<file path="src/rtl/tick_gen_pkg.sv">
// tick_gen_pkg: shared defaults and per-channel state for the tick generator
package tick_gen_pkg;
    localparam int NCH_DEF = 2;
    localparam int DIV_W_DEF = 10;
    localparam int DIV_W_MAX = 32;
    typedef struct packed {
        logic [DIV_W_MAX-1:0] cnt;
        logic [DIV_W_MAX-1:0] act;
        logic [DIV_W_MAX-1:0] shd;
        logic                 pend;
    } chan_t;
    function automatic logic [DIV_W_MAX-1:0] ones(int w);
        return (w >= DIV_W_MAX) ? {DIV_W_MAX{1'b1}} : (32'd1 << w) - 32'd1;
    endfunction
endpackage

</file>
<file path="src/rtl/tick_gen_chan.sv">
// tick_gen_chan: one down-counting tick channel with shadowed divisor
module tick_gen_chan import tick_gen_pkg::*; #(
    parameter int DIV_W = DIV_W_DEF,
    parameter logic [DIV_W-1:0] DIV_INIT = DIV_W'(ones(DIV_W))
) (
    input  logic             clk,
    input  logic             rst,
    input  logic             step,
    input  logic             sync,
    input  logic             we,
    input  logic [DIV_W-1:0] val,
    output logic             zero,
    output logic             tick,
    output logic             pend
);
    chan_t s, n;
    logic term;
    logic [DIV_W_MAX-1:0] ld;
    assign zero = s.cnt == '0;
    assign pend = s.pend;
    always_comb begin
        term = step & zero & ~sync;
        ld = s.pend ? s.shd : s.act;
        n.cnt = (sync | term) ? ld : step ? s.cnt - 32'd1 : s.cnt;
        n.act = (sync | term) ? ld : s.act;
        n.shd = we ? DIV_W_MAX'(val) : s.shd;
        n.pend = we | (~(sync | term) & s.pend);
    end
    always_ff @(posedge clk) begin
        if (rst) begin
            s <= '{cnt: DIV_W_MAX'(DIV_INIT), act: DIV_W_MAX'(DIV_INIT), shd: DIV_W_MAX'(DIV_INIT), pend: 1'b0};
            tick <= 1'b0;
        end else begin
            s <= n;
            tick <= term;
        end
    end
endmodule

</file>
<file path="src/rtl/tick_gen.sv">
// tick_gen: NCH programmable tick channels with optional cascading
module tick_gen import tick_gen_pkg::*; #(
    parameter int NCH = NCH_DEF,
    parameter int DIV_W = DIV_W_DEF,
    parameter logic [DIV_W-1:0] DIV_INIT = DIV_W'(ones(DIV_W)),
    localparam int CW = NCH > 1 ? $clog2(NCH) : 1
) (
    input  logic             clk,
    input  logic             rst,
    input  logic [NCH-1:0]   en,
    input  logic [NCH-1:0]   casc,
    input  logic             sync,
    input  logic             div_we,
    input  logic [CW-1:0]    div_ch,
    input  logic [DIV_W-1:0] div_val,
    output logic [NCH-1:0]   tick,
    output logic [NCH-1:0]   pend
);
    logic [NCH-1:0] step, zero;
    logic c;
    always_comb begin
        c = 1'b1;
        step = '0;
        for (int k = 0; k < NCH; k++) begin
            step[k] = en[k] & (~casc[k] | c);
            c = step[k] & zero[k];
        end
    end
    for (genvar i = 0; i < NCH; i++) begin : g_ch
        tick_gen_chan #(.DIV_W(DIV_W), .DIV_INIT(DIV_INIT)) u_chan (
            .clk  (clk),
            .rst  (rst),
            .step (step[i]),
            .sync (sync),
            .we   (div_we && div_ch == CW'(i)),
            .val  (div_val),
            .zero (zero[i]),
            .tick (tick[i]),
            .pend (pend[i])
        );
    end
endmodule

</file>
<file path="config.mk">
export PLATFORM = sky130hd
export DESIGN_NAME = tick_gen
export DESIGN_NICKNAME = d
export VERILOG_FILES = /design/src/rtl/tick_gen_pkg.sv /design/src/rtl/tick_gen_chan.sv /design/src/rtl/tick_gen.sv
export SDC_FILE = /design/constraint.sdc
export NUM_CORES = 1
export LEC_CHECK = 0
export CAP_MARGIN = 30
export CORE_MARGIN = 3
export CORE_UTILIZATION = 43
export CTS_CLUSTER_DIAMETER = 120
export DETAILED_ROUTE_END_ITERATION = 10
export GPL_TIMING_DRIVEN = 0
export PLACE_DENSITY = 0.62
export SLEW_MARGIN = 15
export SYNTH_ARGS = -nofsm -noshare
export SYNTH_HDL_FRONTEND = slang
export SYNTH_SLANG_ARGS = --single-unit
</file>
<file path="constraint.sdc">
create_clock -name clk -period 4.05 [get_ports clk]
set_input_delay 0.6075 -clock clk [delete_from_list [all_inputs] [get_ports clk]]
set_output_delay 0.6075 -clock clk [all_outputs]
set_load 0.05 [all_outputs]
</file>
== Word level (Yosys, flattened, before mapping) ==
Cells that the tools add are included.

* Register bits after elaboration: 152
* Input bits: 19
* Output and inout port bits: 4
* Logic and storage cells: 41

* Add/subtract/negate cells: 2
* Muxes and demuxes: 6
* Bitwise gates (word level): 17
* Reductions and logical operators: 6

{| class="wikitable"
|+ Operator list
! kind !! count
|-
| $mux 32 || 6
|-
| $logic_not 32->1 || 2
|-
| $sub 32x1->32 const B || 2
|-
| $and 1x1->1 || 7
|-
| $not 1->1 || 5
|-
| $or 1x1->1 || 5
|-
| $reduce_bool 2->1 || 2
|-
| $logic_and 1x1->1 || 2
|}

== Depth between registers and ports, before layout ==
* Depth in word-level cells: 10
* Depth in mapped cells: 10
* Gate-level depth less buffers: 8

== Modules after synthesis ==
Synthesis repeated with hierarchy kept, for this count alone.

* Cell total of the unflattened synthesis: 905
* Area, all modules: 7517.2 µm²

{| class="wikitable"
|+ Modules (own cells, without submodules)
! module !! instances !! cells an instance !! area each (µm²) !! seq. area each (µm²)
|-
| tick_gen_chan (g_ch[0].u_chan) || 1 || 453 || 3753.6 || 1521.5
|-
| tick_gen_chan (g_ch[1].u_chan) || 1 || 448 || 3736.1 || 1521.5
|-
| tick_gen || 1 || 4 || 27.5 || 0.0
|}

== Worst setup path after synthesis ==
No wires, ideal clock.

* Path type: flip-flop to flip-flop
* From: register g_ch[1].u_chan.s[77] (netlist name)
* To: register g_ch[1].u_chan.s[34] (netlist name)
* Library setup time: 120 ps
* Arrival time: 2684 ps
* Data required time: 3930 ps
* Path slack: 1246 ps
* Cell stages (with the launch flop): 10
* Buffers on the path: 3
* Period minus slack after synthesis: 2804 ps
* Cell sequence: dfxtp_1 -> or4_4 -> or3_1 -> buf_2 -> or4_1 -> buf_4 -> o21ai_4 -> buf_6 -> nand2_4 -> a211o_1

* Longest elaborated chain between the ends: 4

{| class="wikitable"
|+ RTL lines
! what !! RTL line !! text
|-
| from (decl) || tick_gen_chan.sv:16 || <nowiki>chan_t s, n;</nowiki>
|-
| from (signal assigned) || tick_gen_chan.sv:31 || <nowiki>s <= '{cnt: DIV_W_MAX'(DIV_INIT), act: DIV_W_MAX'(DIV_INIT), shd: DIV_W_MAX'(DIV_INIT), pend: 1'b0};</nowiki>
|-
| from (signal assigned) || tick_gen_chan.sv:34 || <nowiki>s <= n;</nowiki>
|-
| $logic_not 32->1 || tick_gen_chan.sv:19 || <nowiki>assign zero = s.cnt == '0;</nowiki>
|-
| $and 1x1->1 (2 in series) || tick_gen_chan.sv:22 || <nowiki>term = step & zero & ~sync;</nowiki>
|-
| $or 1x1->1 || tick_gen_chan.sv:25 || <nowiki>n.act = (sync | term) ? ld : s.act;</nowiki>
|}

Every way passes these cells.
A chain may end at the register's enable or synchronous reset.

== Worst setup path in the final report ==
* From: register g_ch[0].u_chan.s[70] (netlist name)
* To: register g_ch[0].u_chan.s[73] (netlist name)

* Longest elaborated chain between the ends: 5
* Elaborated cells between the ends (all ways): 8
* Those cells by class: 1 x add/sub; 2 x mux; 3 x bitwise; 2 x reduce/logical

{| class="wikitable"
|+ RTL lines
! what !! RTL line
|-
| from (decl) || tick_gen_chan.sv:16
|-
| from (signal assigned) || tick_gen_chan.sv:31
|-
| from (signal assigned) || tick_gen_chan.sv:34
|-
| parallel branches: the longest is 5 deep, another holds $sub 32x1->32 || n/a
|}

Parallel ways; which one is timed is not known. The select of a mux whose other input is x is not followed.

==> results.md <==
- By area the synthesized netlist is led by sky130_fd_sc_hd__dfxtp_1, sky130_fd_sc_hd__nand3_1, sky130_fd_sc_hd__and2_1.
- The class of the tightest hold or removal check is reg2reg.
- Setup violations remaining at the end of the flow were counted as 0.
- The period utilization is 0.8280.
- For this design, the slowest cell found on the critical path is sky130_fd_sc_hd__or4_1.
- In this run, synthesis inferred 0 flip-flops with an integrated enable.
- The gate count of the mapped netlist is 830.
- On the worst path, the slowest cell contributes a delay of 0.63 ns.
- The via count of the routed design is 6,254.
- The congestion estimate from routability-driven global placement came to 0.8753.
- The die is 133.6 um tall.
- The type of element capturing the critical path is a flip-flop.
- After global routing the overflow that remains totals 0.
- The data arrival time of the critical path is 3.72 ns.
- The filler cells instantiated in the layout total 1,571.
- The via count of the first global-routing pass is 5,799.
- The placeable core area is 15,890 um^2.
- The initial antenna violation count is 0.
- Entering global routing, the biggest net connects 17 pins.
- OpenSTA, run right after detailed placement, puts the worst setup slack at 0.7269 ns.
- The synthesized netlist occupies a cell area of 7002 um^2.
- The startpoint type of the worst setup path is a flip-flop.
- The analysis attributes to cell leakage a power of 0.002998 uW.
- The layout net count is 890.
- Across every metal layer, demand over resource in global routing totals 0.2146.
- The summed negative setup slack over all endpoints is 0 ns.
- The post-synthesis average cell area is 8.436 um^2.
- No sink is reached through more buffers than the 2 on the longest clock path.
- For this run, design rule violations remaining after detail routing come to 0.
- On the final layout, the worst clock skew is 0.01085 ns.
- The number of antenna diodes in the final layout is 0.
- Wires add up to 19,090 um.
- For this run, the share of the core covered by cells in the final layout is 0.5073.
- In the final layout, the share of cells above drive strength 1 is 0.07386.
- Yosys mapped the design onto 71 distinct sky130hd cell types.
- The category of the critical setup timing path is reg2reg.
- Setup repair after global routing left no endpoint under its margin.
- The worst path in the final design needs a cycle of 3.353 ns, including I/O delays and setup.
- Buffers placed on the I/O ports in this run total 18.
- The maximum fanout encountered on the critical timing path is 10.
- The floorplan step defined a die boundary enclosing 17,850 um^2.
- The CTS tree is built.
- The design area is 8059 um^2.
- The share of synthesized area in the top cell type comes to 0.4346.
- At the pin with the least slew margin, the transition time is 0.8267 ns.
- The post-synthesis net count is 853.
- The number of routed nets with antenna violations is 0.
- The normalized max-slew margin is 0.4438.
- The maximum frequency from static timing analysis is 0.2982 GHz.
- The worst-case vdd ir drop is 0.0003088 V.
- The depth of the worst register-to-register path is 8.
- Once routing completed, OpenROAD measured the worst setup slack at 0.6966 ns.
- From synthesis to final layout, the design area changed by 15.10%.
- Summed over all instances, the cell type with the most area after synthesis is sky130_fd_sc_hd__dfxtp_1.
- The top-level I/O count is 23.
- In this run the clock root is driven by a sky130_fd_sc_hd__clkbuf_16.
- The total half-perimeter wirelength after legalization and detailed placement is 13,220 um.
- In this run, the number of DRC markers left after iteration 0 of detailed routing was 421.
- The first detailed-routing pass ran for 5 iterations.
- Counting instances, the worst hold path has a depth of 1.
- The share of the Yosys chip area taken by registers is 0.4346.
- The register-to-register setup slack is 0.70 ns.
- The initial utilization of the core area, before any placement, comes to 0.4408.
- The floorplan step set the die width to 133.6 um.
- The later pin in the worst-skew pair is clocked with a latency of 0.43 ns.
- The first global-routing pass estimated 30,530 um of wire.
- The ratio of total power to cell area is 429.4 nW/um^2.
- The count of instances resized after the clock tree is built is 0.
- The final number of max-transition violations is 0.
- The clock buffer count from CTS is 17.
- Row generation in the floorplan step produced 46 rows.
- The flow ran to the end, and the final reports show no timing, DRC or antenna violations.
- In the final layout, the multi-input gates occupy 3661 um^2.
- The async set or reset register ratio after synthesis is 0.
- In this run the cell area measured after placement is 7460 um^2.
- The synthesis warning total is 0.
- The most used cell along the critical path is sky130_fd_sc_hd__clkbuf_1.
- Traced cell by cell, the critical path runs through or4_1 > nor3_2 > a41o_1 > clkbuf_1 > clkbuf_1 > clkbuf_1 > o21ai_0 > nand2_1.
- The H-tree was split into 4 levels.
- Using the TritonRoute via totals, the vias-per-cell ratio works out to 5.706.
- The number of violations of the max-capacitance limit is 0.
- The number of clock sinks seen by CTS is 152.
- The count of final hold-check violations came to 0.
- For this run, the leading register cell type out of synthesis is sky130_fd_sc_hd__dfxtp_1.
- The routed length per placed instance is 17.42 um.
- The number of synthesized register bits is 152.
- The total chip power is 3461 uW.
- The data required time at the worst endpoint is 4.41 ns.
- Buffers inserted to repair hold after CTS numbered 0.
- Clock-pin slew was measured on the worst setup and hold paths at 0.06 ns.
- Buffers added to address setup during post-CTS repair amount to 0.
- The storage element area is 3043 um^2.
## worst paths after layout
check / start / endpoint
hold / removal: g_ch[1].u_chan.s[53] / g_ch[1].u_chan.s[53]
setup reg to reg: g_ch[0].u_chan.s[70] / g_ch[0].u_chan.s[73]
setup / recovery: g_ch[0].u_chan.s[70] / g_ch[0].u_chan.s[73]
hold reg to reg: g_ch[1].u_chan.s[53] / g_ch[1].u_chan.s[53]
## area by class of cell
type / instances / share of cell area
multi-input combinational: 606 / 0.4543
sequential: 152 / 0.3776
clock buffer: 19 / 0.05496
tap: 216 / 0.03354
buffer: 59 / 0.03183
timing repair buffer: 18 / 0.02236
clock inverter: 13 / 0.01941
inverter: 13 / 0.006055
## Yosys cell counts, drive strengths merged, types with 11 or more instances
library cell  number
and2              49
a21oi             37
or3               14
nor3              37
inv               12
and3              21
o21ai             35
xnor2             11
nand2             81
nor2              62
nand3             64
dfxtp            152
clkbuf            48
xor2              16
buf               11
nor4              23
## per-stage QoR
stage	std cells	hold slack (ns)
CTS	1096	0.4556
detailed placement	1064	0.4358
global route	1096	0.4705
finish	1096	0.4519
global placement	1064	0.4331
floorplan	830	0.4210
## flip-flops by register name, indices dropped and copies added, names as in the netlist
signal,cells
g_ch.u_chan.tick,2
g_ch.u_chan.s,148
g_ch.u_chan.pend,2
## routing by layer
layer	global-route usage	routed length (um)	part of all wire	up-vias
met2	0.3335	8472	0.44	199
met5	0	0	0	-
met3	0.04569	1011	0.053	36
met4	0.07543	472	0.025	0
met1	0.2966	9138	0.48	2939
li1	-	-	-	3080
## cells in the final DEF (no fill, tap or decap), types with 4 or more instances in the layout
master / count
sky130_fd_sc_hd__and3_1: 21
sky130_fd_sc_hd__a221oi_1: 6
sky130_fd_sc_hd__nand4_1: 10
sky130_fd_sc_hd__buf_4: 7
sky130_fd_sc_hd__nor3_1: 35
sky130_fd_sc_hd__or3_1: 14
sky130_fd_sc_hd__inv_1: 12
sky130_fd_sc_hd__clkbuf_1: 49
sky130_fd_sc_hd__a31oi_1: 9
sky130_fd_sc_hd__clkbuf_16: 17
sky130_fd_sc_hd__a32o_1: 4
sky130_fd_sc_hd__o21ai_0: 33
sky130_fd_sc_hd__o211ai_1: 4
sky130_fd_sc_hd__xor2_1: 16
sky130_fd_sc_hd__a211oi_1: 10
sky130_fd_sc_hd__a21o_1: 4
sky130_fd_sc_hd__a211o_1: 10
sky130_fd_sc_hd__mux2i_1: 10
sky130_fd_sc_hd__or4_1: 9
sky130_fd_sc_hd__xnor2_1: 11
sky130_fd_sc_hd__dfxtp_1: 152
sky130_fd_sc_hd__ha_1: 4
sky130_fd_sc_hd__a22oi_1: 9
sky130_fd_sc_hd__mux2_2: 5
sky130_fd_sc_hd__nand2b_1: 5
sky130_fd_sc_hd__clkdlybuf4s50_1: 18
sky130_fd_sc_hd__a41o_1: 4
sky130_fd_sc_hd__nand3_1: 64
sky130_fd_sc_hd__nand2_1: 80
sky130_fd_sc_hd__a21oi_1: 37
sky130_fd_sc_hd__and2_1: 49
sky130_fd_sc_hd__nor4_1: 19
sky130_fd_sc_hd__inv_6: 6
sky130_fd_sc_hd__nor2_1: 62
## cells by family after synthesis
| logic type | count (synthesis) | synth area share |
|---|---|---|
| and+or+nand+nor | 395 | 0.2975 |
| AOI/OAI and AO/OA | 165 | 0.1610 |
| DFF | 152 | 0.4346 |
| buffers and inverters | 72 | 0.04360 |
| xor gates and xnor gates | 27 | 0.03377 |
| muxes | 15 | 0.02234 |
| adders and majority gates | 4 | 0.007148 |
## critical path, delay by kind of cell (launching register included)
family          cells  cell delay (ns)
flops               1             0.36
buf+inv             3             1.29
simple gates        3             1.21
compound gates      2             0.42
## where the power goes
part	switching, uW	total [uW]	internal [uW]
sequential	34.2	1570	1530
clock	673	1620	944
combinational	183	276	92.9
total	890	3460	2570
(Power assumes the default switching activity.)
